--- src/rtl/spi_pkg.sv ---
// Shared definitions for the SPI byte core and the burst controller.
//   SPI_BYTE_W    : byte width moved per core transaction
//   burst_state_e : burst controller FSM states
package spi_pkg;

    localparam int SPI_BYTE_W = 8;

    typedef enum logic [2:0] {
        IDLE,
        CS_SETUP,
        LOAD,
        WAIT_DONE,
        CS_HOLD
    } burst_state_e;

endpackage

--- src/rtl/sync_fifo.sv ---
// Synchronous first-word-fall-through FIFO.
//   clk, reset       : clock, synchronous active-high reset (flushes contents)
//   wr_en, wr_data   : push; dropped when full
//   rd_en            : pop; ignored when empty
//   rd_data          : head entry, forced to zero while empty
//   full, empty      : occupancy flags
//   count            : occupancy, one bit wider than the pointers
module sync_fifo #(
    parameter int WIDTH = 8,
    parameter int DEPTH = 16
) (
    input  logic                     clk,
    input  logic                     reset,
    input  logic                     wr_en,
    input  logic [WIDTH-1:0]         wr_data,
    input  logic                     rd_en,
    output logic [WIDTH-1:0]         rd_data,
    output logic                     full,
    output logic                     empty,
    output logic [$clog2(DEPTH):0]   count
);

    localparam int AW = $clog2(DEPTH);
    localparam int CW = AW + 1;

    logic [WIDTH-1:0] mem_q [DEPTH];
    logic [AW-1:0]    wr_ptr_q, wr_ptr_d;
    logic [AW-1:0]    rd_ptr_q, rd_ptr_d;
    logic [CW-1:0]    cnt_q, cnt_d;
    logic             push, pop;

    assign full    = (cnt_q == CW'(DEPTH));
    assign empty   = (cnt_q == '0);
    assign count   = cnt_q;
    assign push    = wr_en && !full;
    assign pop     = rd_en && !empty;
    // Storage is not reset, so mask the head while empty.
    assign rd_data = empty ? '0 : mem_q[rd_ptr_q];

    always_comb begin
        wr_ptr_d = wr_ptr_q;
        rd_ptr_d = rd_ptr_q;
        cnt_d    = cnt_q;
        if (push) wr_ptr_d = wr_ptr_q + AW'(1);
        if (pop)  rd_ptr_d = rd_ptr_q + AW'(1);
        case ({push, pop})
            2'b10:   cnt_d = cnt_q + CW'(1);
            2'b01:   cnt_d = cnt_q - CW'(1);
            default: cnt_d = cnt_q;
        endcase
    end

    always_ff @(posedge clk) begin
        if (reset) begin
            wr_ptr_q <= '0;
            rd_ptr_q <= '0;
            cnt_q    <= '0;
        end else begin
            wr_ptr_q <= wr_ptr_d;
            rd_ptr_q <= rd_ptr_d;
            cnt_q    <= cnt_d;
        end
    end

    always_ff @(posedge clk) begin
        if (push) mem_q[wr_ptr_q] <= wr_data;
    end

endmodule

--- src/rtl/spi_burst_ctrl.sv ---
// Multi-byte burst controller in front of the byte-level spi master core.
// Holds ss_n low for a whole burst with CS_CYC cycles of setup and hold,
// feeds TX FIFO bytes into the core's start/ready handshake and captures
// each received byte into an RX FIFO.
//   cmd_valid/cmd_len/cmd_ready : burst request, cmd_len = bytes - 1
//   tx_wr/tx_data/tx_full       : host side of the TX FIFO
//   rx_rd/rx_data/rx_empty      : host side of the RX FIFO (FWFT)
//   busy, xfer_done, ovf_err    : status; ovf_err is sticky until reset
//   ss_n                        : slave select, active low
//   spi_din/spi_start/spi_ready/spi_dout/spi_done_tick : core byte handshake
module spi_burst_ctrl
    import spi_pkg::*;
#(
    parameter int DEPTH  = 16,
    parameter int CS_CYC = 4
) (
    input  logic                  clk,
    input  logic                  reset,
    input  logic                  cmd_valid,
    input  logic [7:0]            cmd_len,
    output logic                  cmd_ready,
    input  logic                  tx_wr,
    input  logic [SPI_BYTE_W-1:0] tx_data,
    output logic                  tx_full,
    input  logic                  rx_rd,
    output logic [SPI_BYTE_W-1:0] rx_data,
    output logic                  rx_empty,
    output logic                  busy,
    output logic                  xfer_done,
    output logic                  ovf_err,
    output logic                  ss_n,
    output logic [SPI_BYTE_W-1:0] spi_din,
    output logic                  spi_start,
    input  logic                  spi_ready,
    input  logic [SPI_BYTE_W-1:0] spi_dout,
    input  logic                  spi_done_tick
);

    localparam int GAP_W = $clog2(CS_CYC) + 1;
    localparam logic [GAP_W-1:0] GAP_INIT = GAP_W'(CS_CYC - 1);

    burst_state_e          state_q, state_d;
    logic [7:0]            remain_q, remain_d;
    logic [GAP_W-1:0]      gap_q, gap_d;
    logic                  ss_n_q, ss_n_d;
    logic                  ovf_q, ovf_d;

    logic                  tx_empty, tx_pop;
    logic [SPI_BYTE_W-1:0] tx_head;
    logic                  rx_full, rx_push;
    logic [$clog2(DEPTH):0] tx_count_unused, rx_count_unused;
    logic                  issue;

    sync_fifo #(.WIDTH(SPI_BYTE_W), .DEPTH(DEPTH)) u_tx_fifo (
        .clk     (clk),
        .reset   (reset),
        .wr_en   (tx_wr),
        .wr_data (tx_data),
        .rd_en   (tx_pop),
        .rd_data (tx_head),
        .full    (tx_full),
        .empty   (tx_empty),
        .count   (tx_count_unused)
    );

    sync_fifo #(.WIDTH(SPI_BYTE_W), .DEPTH(DEPTH)) u_rx_fifo (
        .clk     (clk),
        .reset   (reset),
        .wr_en   (rx_push),
        .wr_data (spi_dout),
        .rd_en   (rx_rd),
        .rd_data (rx_data),
        .full    (rx_full),
        .empty   (rx_empty),
        .count   (rx_count_unused)
    );

    // RX room is reserved at issue time: only one byte is ever in flight and
    // the host can only drain, so the push on done never meets a full FIFO.
    assign issue     = spi_ready && !tx_empty && !rx_full;
    assign cmd_ready = (state_q == IDLE);
    assign busy      = (state_q != IDLE);
    assign ss_n      = ss_n_q;
    assign ovf_err   = ovf_q;

    always_comb begin
        state_d   = state_q;
        remain_d  = remain_q;
        gap_d     = gap_q;
        tx_pop    = 1'b0;
        rx_push   = 1'b0;
        spi_start = 1'b0;
        spi_din   = '0;
        xfer_done = 1'b0;
        case (state_q)
            IDLE: begin
                if (cmd_valid) begin
                    state_d  = CS_SETUP;
                    remain_d = cmd_len;
                    gap_d    = GAP_INIT;
                end
            end
            CS_SETUP: begin
                if (gap_q == '0) state_d = LOAD;
                else             gap_d   = gap_q - GAP_W'(1);
            end
            LOAD: begin
                if (issue) begin
                    spi_start = 1'b1;
                    spi_din   = tx_head;
                    tx_pop    = 1'b1;
                    state_d   = WAIT_DONE;
                end
            end
            WAIT_DONE: begin
                if (spi_done_tick) begin
                    rx_push = 1'b1;
                    if (remain_q == 8'd0) begin
                        state_d = CS_HOLD;
                        gap_d   = GAP_INIT;
                    end else begin
                        remain_d = remain_q - 8'd1;
                        state_d  = LOAD;
                    end
                end
            end
            CS_HOLD: begin
                if (gap_q == '0) begin
                    xfer_done = 1'b1;
                    state_d   = IDLE;
                end else begin
                    gap_d = gap_q - GAP_W'(1);
                end
            end
            default: state_d = IDLE;
        endcase

        // ss_n is registered from the next state so it deasserts exactly in
        // the final CS_HOLD cycle (the one that pulses xfer_done).
        ss_n_d = (state_d == IDLE) || ((state_d == CS_HOLD) && (gap_d == '0));

        ovf_d = ovf_q | (tx_wr && tx_full) | (rx_rd && rx_empty)
                      | (rx_push && rx_full);
    end

    always_ff @(posedge clk) begin
        if (reset) begin
            state_q  <= IDLE;
            remain_q <= '0;
            gap_q    <= '0;
            ss_n_q   <= 1'b1;
            ovf_q    <= 1'b0;
        end else begin
            state_q  <= state_d;
            remain_q <= remain_d;
            gap_q    <= gap_d;
            ss_n_q   <= ss_n_d;
            ovf_q    <= ovf_d;
        end
    end

endmodule

--- config.mk ---
export PLATFORM = sky130hd
export DESIGN_NAME = spi_burst_ctrl
export DESIGN_NICKNAME = d
export VERILOG_FILES = /design/src/rtl/spi_pkg.sv /design/src/rtl/sync_fifo.sv /design/src/rtl/spi_burst_ctrl.sv
export SDC_FILE = /design/constraint.sdc
export NUM_CORES = 1
export LEC_CHECK = 0
export ABC_CLOCK_PERIOD_IN_PS = 4500
export CAP_MARGIN = 40
export CORE_MARGIN = 2
export CORE_UTILIZATION = 45
export CTS_BUF_LIST = sky130_fd_sc_hd__clkbuf_16
export DETAILED_ROUTE_END_ITERATION = 6
export GPL_TIMING_DRIVEN = 0
export PLACE_DENSITY = 0.64
export SLEW_MARGIN = 20
export SYNTH_ARGS = -nofsm -noshare
export SYNTH_HDL_FRONTEND = slang
export SYNTH_HIERARCHICAL = 1
export SYNTH_SLANG_ARGS = --single-unit
--- constraint.sdc ---
create_clock -name clk -period 4.5 [get_ports clk]
set_input_delay 0.675 -clock clk [delete_from_list [all_inputs] [get_ports clk]]
set_output_delay 0.675 -clock clk [all_outputs]
set_load 0.02 [all_outputs]
; Yosys cells after proc, flatten, opt, wreduce, memory -nomap -nowiden
; Memory sizes are Yosys's and may differ from the RTL's. A register that Yosys moved wholly into a read port is not among the register bits.
; Index checks and enable logic that the tools add are counted.
[word_totals]
ff_bits = 42
latch_bits = 0
mem_bits_rw = 256
romBits = 0
input_bits = 31
out_inout_bits = 24
wordCells = 104
mem_count = 2
[mem_list]
columns = name, words, word_bits, rd, rd_ports_with_merged_regs, wr, line_no
row1 = u_rx_fifo.mem_q, 16, 8, 1, 1, 1, sync_fifo.sv:26  ; logic [WIDTH-1:0] mem_q [DEPTH];
row2 = u_tx_fifo.mem_q, 16, 8, 1, 1, 1, sync_fifo.sv:26
[op_classes]
n_addsub = 10
multipliers = 0
div_mod_pow = 0
order_cmp = 0
n_eq_ne = 14
shifts = 0
mux = 36
bitwise = 3
n_reduce_logical = 28
[op_table]
columns = cell, count
row1 = $mux 8, 7
row2 = $mux 3, 10
row3 = $pmux 5 s2, 2
row4 = $add 4x1->4 const B, 4
row5 = $mux 4, 4
row6 = $pmux 8 s2, 1
row7 = $pmux 3 s5, 1
row8 = $logic_not 3->1, 4
row9 = $add 5x1->5 const B, 2
row10 = $eq 5x5->1 const B, 2
row11 = $logic_and 1x1->1, 10
row12 = $logic_not 5->1, 2
row13 = $mux 1, 10
row14 = $sub 5x1->5 const B, 2
row15 = $pmux 3 s3, 1
row16 = $logic_not 8->1, 1
row17 = $sub 8x1->8 const B, 1
row18 = $eq 3x2->1 const B, 2
row19 = $eq 3x3->1 const B, 2
row20 = $ne 2x2->1 const B, 3
row21 = $reduce_bool 2->1, 3
row22 = $eq 2x1->1 const B, 2
row23 = $eq 2x2->1 const B, 2
row24 = $logic_not 1->1, 4
row25 = 7 further kinds, 9

; Depth between registers and ports, before layout
[logic_depth]
ltp_word = 9
depth_mapped = 16
depth_no_buf = 13

; By module
; The synthesis kept the hierarchy.
[by_module_without_submodules]
columns = mod, instances, cells_each, area_per_inst_um2, seq_area_each_um2
row1 = sync_fifo, 2, 331, 5943.2, 4184.0
row2 = spi_burst_ctrl, 1, 165, 1181.1, 320.3

; Least setup slack after synthesis
; OpenSTA, ideal clock, no wires.
[synth_path]
path_kind = reg-to-reg
startpoint = reg u_tx_fifo.cnt_q[2], in the netlist u_tx_fifo/count[2]
endpoint = reg u_tx_fifo.cnt_q[4], in the netlist u_tx_fifo/count[4]
setup_time_ps = 121
arrival_time_ps = 3457
required_time_ps = 4379
path_slack_ps = 922
stages_incl_launch_ff = 17
path_buffers = 3
period_less_slack_ps = 3578
cell_sequence = dfxtp_1 -> buf_2 -> or4_4 -> buf_6 -> nor2_2 -> nand4bb_1 -> nor3_2 -> o21ai_4 -> inv_1 -> ha_1 -> clkbuf_1 -> xor2_1 -> ha_1 -> inv_1 -> a21o_1 -> a221oi_1 -> mux2_2
[synth_via]
elab_chain_cells = 9
word_cells_on_any_way = 16
classes_between = 2 x add/sub / 3 x eq/ne / 3 x mux / 8 x reduce/logical
[synth_rtl]
columns = item, line_no
row1 = from (decl), sync_fifo.sv:29  ; logic [CW-1:0] cnt_q, cnt_d;
row2 = from (signal assigned), sync_fifo.sv:61  ; cnt_q <= cnt_d;
row3 = $logic_not 5->1 (*), sync_fifo.sv:33  ; assign empty = (cnt_q == '0);
row4 = net tx_empty, spi_burst_ctrl.sv:48  ; logic tx_empty, tx_pop;
row5 = $logic_not 1->1 (*), spi_burst_ctrl.sv:80  ; assign issue = spi_ready && !tx_empty && !rx_full;
row6 = $logic_and 1x1->1 (*) (2 in a row), spi_burst_ctrl.sv:80
row7 = $mux 1 (*) (2 in a row), n/a
row8 = net spi_start, spi_burst_ctrl.sv:33  ; output logic spi_start,
row9 = $logic_and 1x1->1 (*), sync_fifo.sv:36  ; assign pop = rd_en && !empty;
row10 = net u_tx_fifo.pop, sync_fifo.sv:30  ; logic push, pop;
row11 = $eq 2x1->1 / $eq 2x2->1 (equally long branches), sync_fifo.sv:46  ; case ({push, pop})
row12 = $pmux 5 s2 / $reduce_bool 2->1 (equally long branches), n/a
; The timed path passes the listed nets; every way through them passes the cells marked *.
; A chain may end at the register's enable or synchronous reset.

; Final worst setup path
[layout_path]
startpoint = reg u_tx_fifo.cnt_q[1], in the netlist u_tx_fifo/count[1]
endpoint = out spi_din[6]
[layout_via]
elab_chain_cells = 6
word_cells_on_any_way = 7
classes_between = 3 x mux / 4 x reduce/logical
[layout_rtl]
columns = item, line_no
row1 = $logic_not 5->1 (*), sync_fifo.sv:33
row2 = net tx_empty, spi_burst_ctrl.sv:48
row3 = $logic_not 1->1, spi_burst_ctrl.sv:80
row4 = $logic_and 1x1->1 (2 in a row), spi_burst_ctrl.sv:80
row5 = $mux 8 (*), spi_burst_ctrl.sv:108  ; if (issue) begin
row6 = $mux 8 (*), spi_burst_ctrl.sv:95  ; case (state_q)
row7 = to (decl), spi_burst_ctrl.sv:32  ; output logic [SPI_BYTE_W-1:0] spi_din,
; Marks and branches as above.

==> flow_summary.json <==
{
  "power_frac_clock": 0.397,
  "fin_util": 0.533,
  "grt_pass1_vias": 7165,
  "critical_path_class": "flip-flop to primary output",
  "synthCells": 827,
  "first_pass_iters": 5,
  "fin_skew_ps": 11.6,
  "slew_violations": 0,
  "overflow": 0,
  "min_period_over_period": 0.897,
  "swShare": 0.223,
  "vias": 7320,
  "finalSetupViolations": 0,
  "finalCriticalPeriod_ps": 4030,
  "critPathCaptureType": "primary output",
  "io_pins": 55,
  "power_per_cell_area_mw_per_mm2": 388,
  "via_per_inst": 5.43,
  "p_comb_frac": 0.073,
  "clk_pin_slew_ps": 60,
  "ys_types": 65,
  "synth_fp_nets": 877,
  "cts_resized": 0,
  "die_width_um": 174,
  "worst_pin_slew_ps": 868,
  "synth_compound_area_frac": 0.0666,
  "clock_sinks": 306,
  "power_mw": 5.91,
  "synth_adder_area_share": 0.0182,
  "critPathMaxFanout": 9,
  "rows": 62,
  "ys_ff_latch": 306,
  "synthArstFlopShare": 0,
  "synthXorXnorAreaFrac": 0.0107,
  "status": "finished clean",
  "syn_avg_cell_area_um2": 15.8,
  "rsz0062_at_grt": "false",
  "syn_to_final_growth_pct": 16.7,
  "drt-total-wl_um": 26100,
  "synth_top_area_share": 0.588,
  "seq_area_frac_synth": 0.665,
  "htree_levels": 1,
  "cts-root-buf": "clkbuf_16",
  "core_area_mm2": 0.0286,
  "ir_worst_vdd_uv": 281,
  "grt_usage": 0.173,
  "required_ps": 3830,
  "synthFlopType": "edfxtp_1",
  "antenna_found_initial": 0,
  "cts_hold_buffers": 0,
  "start_util": 0.457,
  "p_switching_mw": 1.32,
  "drtAntennaViolNets": 0,
  "fill_cells": 2298,
  "grt_pass1_wl_um": 40800,
  "die_h_um": 174,
  "yosys-top-cells-area": "edfxtp_1, mux4_2, dfxtp_1, nor2_1, a211oi_1",
  "crit_start": "u_tx_fifo/count[1]",
  "n_antenna_cell": 0,
  "drc": 0,
  "ctsLongestPathBuffers": 3,
  "hold_path_startpoint": "remain_q[1]",
  "synth_mux_area_frac": 0.129,
  "drv_cap": 0,
  "p_seq_frac": 0.530,
  "grt_start_max_net_pins": 17,
  "yosys.area.top_type": "edfxtp_1",
  "place_congestion": 0.819,
  "dp_hpwl_um": 17100,
  "crit_arrival_ps": 3360,
  "synth_edf_count": 256,
  "yosysWarnings": 6,
  "postCtsSetupBuffers": 0,
  "cp-start-kind": "flip-flop",
  "leakage_nw": 5.06,
  "intPower_mw": 4.60,
  "final_nets": 989,
  "drtIter0Drc": 589,
  "hold_viol_final": 0,
  "cts_made_buffers": 31,
  "rr_startpoint": "u_tx_fifo/count[1]",
  "wire_per_inst_um": 19.4,
  "synthesis.area_mm2": 0.0131,
  "fmax_ghz": 0.248,
  "drive_gt1_frac": 0.210,
  "clock_latency_ps": 550,
  "synth_top_family_by_area": "multiplexers",
  "port-buffer-count": 54,
  "tns_ps": 0,
  "min_path_type": "flip-flop to flip-flop",
  "synthSimpleGateAreaFrac": 0.0828,
  "slew_headroom": 0.418,
  "die-area_mm2": 0.0304,
  "cts_tree": "done"
}
-- registers in the layout, indices dropped and copies added (netlist names), named ones only --
register and flops:
u_rx_fifo/mem_q 128, u_tx_fifo/mem_q 128, remain_q 8, u_rx_fifo/count 5, u_tx_fifo/count 5, u_rx_fifo/rd_ptr_q 4
u_rx_fifo/wr_ptr_q 4, u_tx_fifo/rd_ptr_q 4, u_tx_fifo/wr_ptr_q 4, gap_q 3, state_q 3, ovf_err 1
ss_n 1
-- logic make-up after synthesis --
kind of cell	Yosys count
adders and majority gates	19
xor gates and xnor gates	16
AOI/OAI and AO/OA	113
buffers and inverters	75
muxes	88
DFF	306
and+or+nand+nor	210
-- path summary, 6_finish.rpt --
kind,slack [ps],cells after the start,endpoint
min,490,2,remain_q[1]
max,470,9,spi_din[6]
min reg2reg,490,2,remain_q[1]
max reg2reg,480,17,u_tx_fifo/count[4]
-- Yosys cell counts, types with 3 or more instances --
master / instances
edfxtp_1: 256
nor2_1: 75
mux4_2: 64
dfxtp_1: 50
nand2_1: 36
a211oi_1: 33
clkbuf_1: 22
inv_1: 22
mux2i_1: 22
a21oi_1: 21
nor2b_1: 21
ha_1: 19
buf_2: 18
nor3_1: 18
xor2_1: 14
o21ai_0: 12
nand2b_1: 10
and2_1: 9
and3_1: 6
buf_4: 6
a221oi_1: 5
buf_6: 5
o211ai_1: 4
o211ai_2: 4
o21a_1: 4
o31ai_1: 4
a31oi_1: 3
nand3_1: 3
o22ai_1: 3
or3_1: 3
-- routing by layer --
layer | vias to the layer above | wire (um) | track usage
met5 | - | 0 | 0
met4 | 0 | 552 | 0.0459
met3 | 39 | 1140 | 0.0258
met2 | 160 | 12800 | 0.285
met1 | 3692 | 11600 | 0.242
li1 | 3429 | - | -
-- layout by cell type (no fill, tap or decap), types with 22 or more instances in the layout --
master           instances
mux4_2                  64
dfxtp_1                 50
clkbuf_16               31
clkbuf_1                22
nand2_1                 36
mux2i_1                 22
clkdlybuf4s50_1         54
inv_1                   27
nor2_1                  75
buf_4                   31
edfxtp_1               256
a211oi_1                33
-- power by group through the flow --
stage | Clock [mW] | Combinational, mW | Sequential (mW)
floorplan | 0 | 0.269 | 3.19
global placement | 0 | 0.425 | 3.19
detailed placement | 0 | 0.432 | 3.19
CTS | 2.41 | 0.434 | 3.13
global route | 2.54 | 0.475 | 3.14
finish | 2.35 | 0.431 | 3.13
-- layout make-up --
type,instances,area [um^2],area share
inverter,22,82.6,0.00541
clock buffer,31,776,0.0509
tap,384,480,0.0315
clock inverter,26,163,0.0107
sequential,306,8690,0.570
multi-input combinational,446,4060,0.266
buffer,53,282,0.0185
timing repair buffer,79,728,0.0477
-- per-stage QoR --
step | std cells | area, um^2 | worst slack (ps) | hold slack [ps]
2_1_floorplan | 827 | 13100 | 922 | 458
5_1_grt | 1347 | 15300 | 176 | 510
3_3_place_gp | 1265 | 14100 | 206 | 478
3_5_place_dp | 1271 | 14200 | 457 | 478
6_report | 1347 | 15300 | 465 | 491
4_1_cts | 1328 | 15100 | 425 | 486
-- critical path: stages (launching register included) --
cell and delay [ps]:
dfxtp_1 290, buf_2 150, or4_4 520, buf_6 160
nor2_2 460, nand4bb_1 220, nor3_2 100, buf_4 200
and2_1 170, clkdlybuf4s50_1 530
Note: power is estimated with default switching activity, not from simulation.
==> RTL change (same settings) <==
Re-encode `burst_state_e` (5 states) as one-hot, 5 bits wide.
--- a/src/rtl/spi_pkg.sv
+++ b/src/rtl/spi_pkg.sv
@@ -6,10 +6,10 @@
     localparam int SPI_BYTE_W = 8;
 
-    typedef enum logic [2:0] {
-        IDLE,
-        CS_SETUP,
-        LOAD,
-        WAIT_DONE,
-        CS_HOLD
+    typedef enum logic [4:0] {
+        IDLE      = 5'b00001,
+        CS_SETUP  = 5'b00010,
+        LOAD      = 5'b00100,
+        WAIT_DONE = 5'b01000,
+        CS_HOLD   = 5'b10000
     } burst_state_e;
 
Formal check against the unedited RTL: same outputs for any inputs over 4 cycles, from zero or initial values and one cycle with reset high; so few cycles prove little.
==> RTL change against the unedited design <==
- design area rose by 1.8%
- sequential cell count rose by 2
- largest cell class unchanged
- non-clock buffer count fell by 11
- fmax rose by 2.4%
- count of clock-buffer cells in the layout rose by 5
- worst setup slack improved by 94 ps
- combinational power fell by 33%
- wire length rose by 3.2%
- synthesized area rose by 1.1%
- critical endpoint is now u_tx_fifo/count[4]
- power rose by 4.6%
==> RTL change: results (changes against the unedited design) <==
[status]
status = complete, no violations  ; unchanged

[clock_tree]
clk_latency_ps = 510  ; was 550 ps
cts_buffers = 35  ; was 31
htree_levels = 2  ; was 1

[detailed_routing]
vias_per_cell = 5.56  ; was 5.43
drt_iter0_drc = 588  ; was 589
wire_per_inst_um = 20.0  ; was 19.4 um
m1WireLength_um = 12000  ; was 11600 um
dr_wl_met3_um = 1440  ; was 1140 um
vias = 7490  ; was 7320
routed-wl-met2_um = 12900  ; was 12800 um

[sta]
finClkSkew_ps = 17.1  ; was 11.6 ps
worstMarginPinSlew_ps = 869  ; was 868 ps
min_period_ps = 3940  ; was 4030 ps

[worst_setup_path]
r2r_setup_slack_ps = 560  ; was 480 ps
crit_fanout = 14  ; was 9
endpoint = u_tx_fifo/count[4]  ; was spi_din[6]
arrival_ps = 4340  ; was 3360 ps

[final_layout]
fillerInstances = 2345  ; was 2298
n_clock_buffer = 36  ; was 31
clkCellAreaFrac_pct = 7.29  ; was 6.15%
layout.nonclk_buf_share_pct = 6.05  ; was 6.62%
inverters = 26  ; was 22
multi_input_gates = 446  ; unchanged
fin_nets = 988  ; was 989
diodes = 0  ; unchanged
multi_input_area_share_pct = 26.7  ; was 26.6%
signal_buffers = 121  ; was 132
seq_cell_count = 308  ; was 306

[global_routing]
grtUsageMet2_pct = 28.9  ; was 28.5%
grt_pass1_wl_um = 41900  ; was 40800 um
use_met3_pct = 2.75  ; was 2.58%
grtUsageTotal_pct = 17.8  ; was 17.3%
grt_pass1_vias = 7339  ; was 7165
use_met1_pct = 24.9  ; was 24.2%

[placed_design]
dp_cells = 1277  ; was 1271
hpwlAfterDp_um = 17800  ; was 17100 um
dp_slack_ps = 131  ; was 457 ps
place_area_sq_um = 14300  ; was 14200 sq um
place_congestion = 0.799  ; was 0.819

[power]
power.leakage_nw = 5.14  ; was 5.06 nW
power.density_nw_per_um2 = 398  ; was 388 nW/um^2
finalPower_mw = 6.18  ; was 5.91 mW
pwr-share-seq_pct = 50.7  ; was 53.0%
p_switching_mw = 1.27  ; was 1.32 mW
ir_worst_vdd_mv = 0.315  ; was 0.281 mV

[synth]
yosys-top-cells-count = edfxtp_1, nor2_1, mux4_2, dfxtp_1, a211oi_1  ; was edfxtp_1, nor2_1, mux4_2, dfxtp_1, nand2_1
syn_nets = 882  ; was 877
synth.distinct_cells = 69  ; was 65
ys_seq_area_share_pct = 66.1  ; was 66.5%
syn_inst = 832  ; was 827
netlist_top_cells_area = edfxtp_1, mux4_2, dfxtp_1, nor2_1, a211oi_1  ; unchanged

RTL change: cell types whose count changed in the layout (fill, tap and decap cells not counted), sizes merged, moves of 6 or more:
cell / unedited run / this run
inv: 29 / 38
nor2: 77 / 84
nand2: 36 / 25
clkinv: 15 / 9
buf: 56 / 47
RTL change: worst max-delay path, stage by stage, from the launching register on:
cell and delay (ps):
dfxtp_1 290, buf_2 150, or4_4 520, buf_6 160
nor2_2 430, or3b_2 240, nor2_2 50, buf_6 160
o21ai_4 90, inv_1 60, ha_1 190, clkbuf_1 190
xor2_1 170, ha_1 210, inv_1 60, a21o_1 150
a221oi_1 320, mux2_2 370
RTL change: cell families after synthesis:
| family | share of synthesized area [%] |
|---|---|
| and+or+nand+nor | 8.60 |
| xor gates and xnor gates | 1.19 |
| adders and majority gates | 1.80 |
| muxes | 12.8 |
| AOI/OAI and AO/OA | 6.65 |
| buffers and inverters | 2.88 |
| DFF | 66.1 |
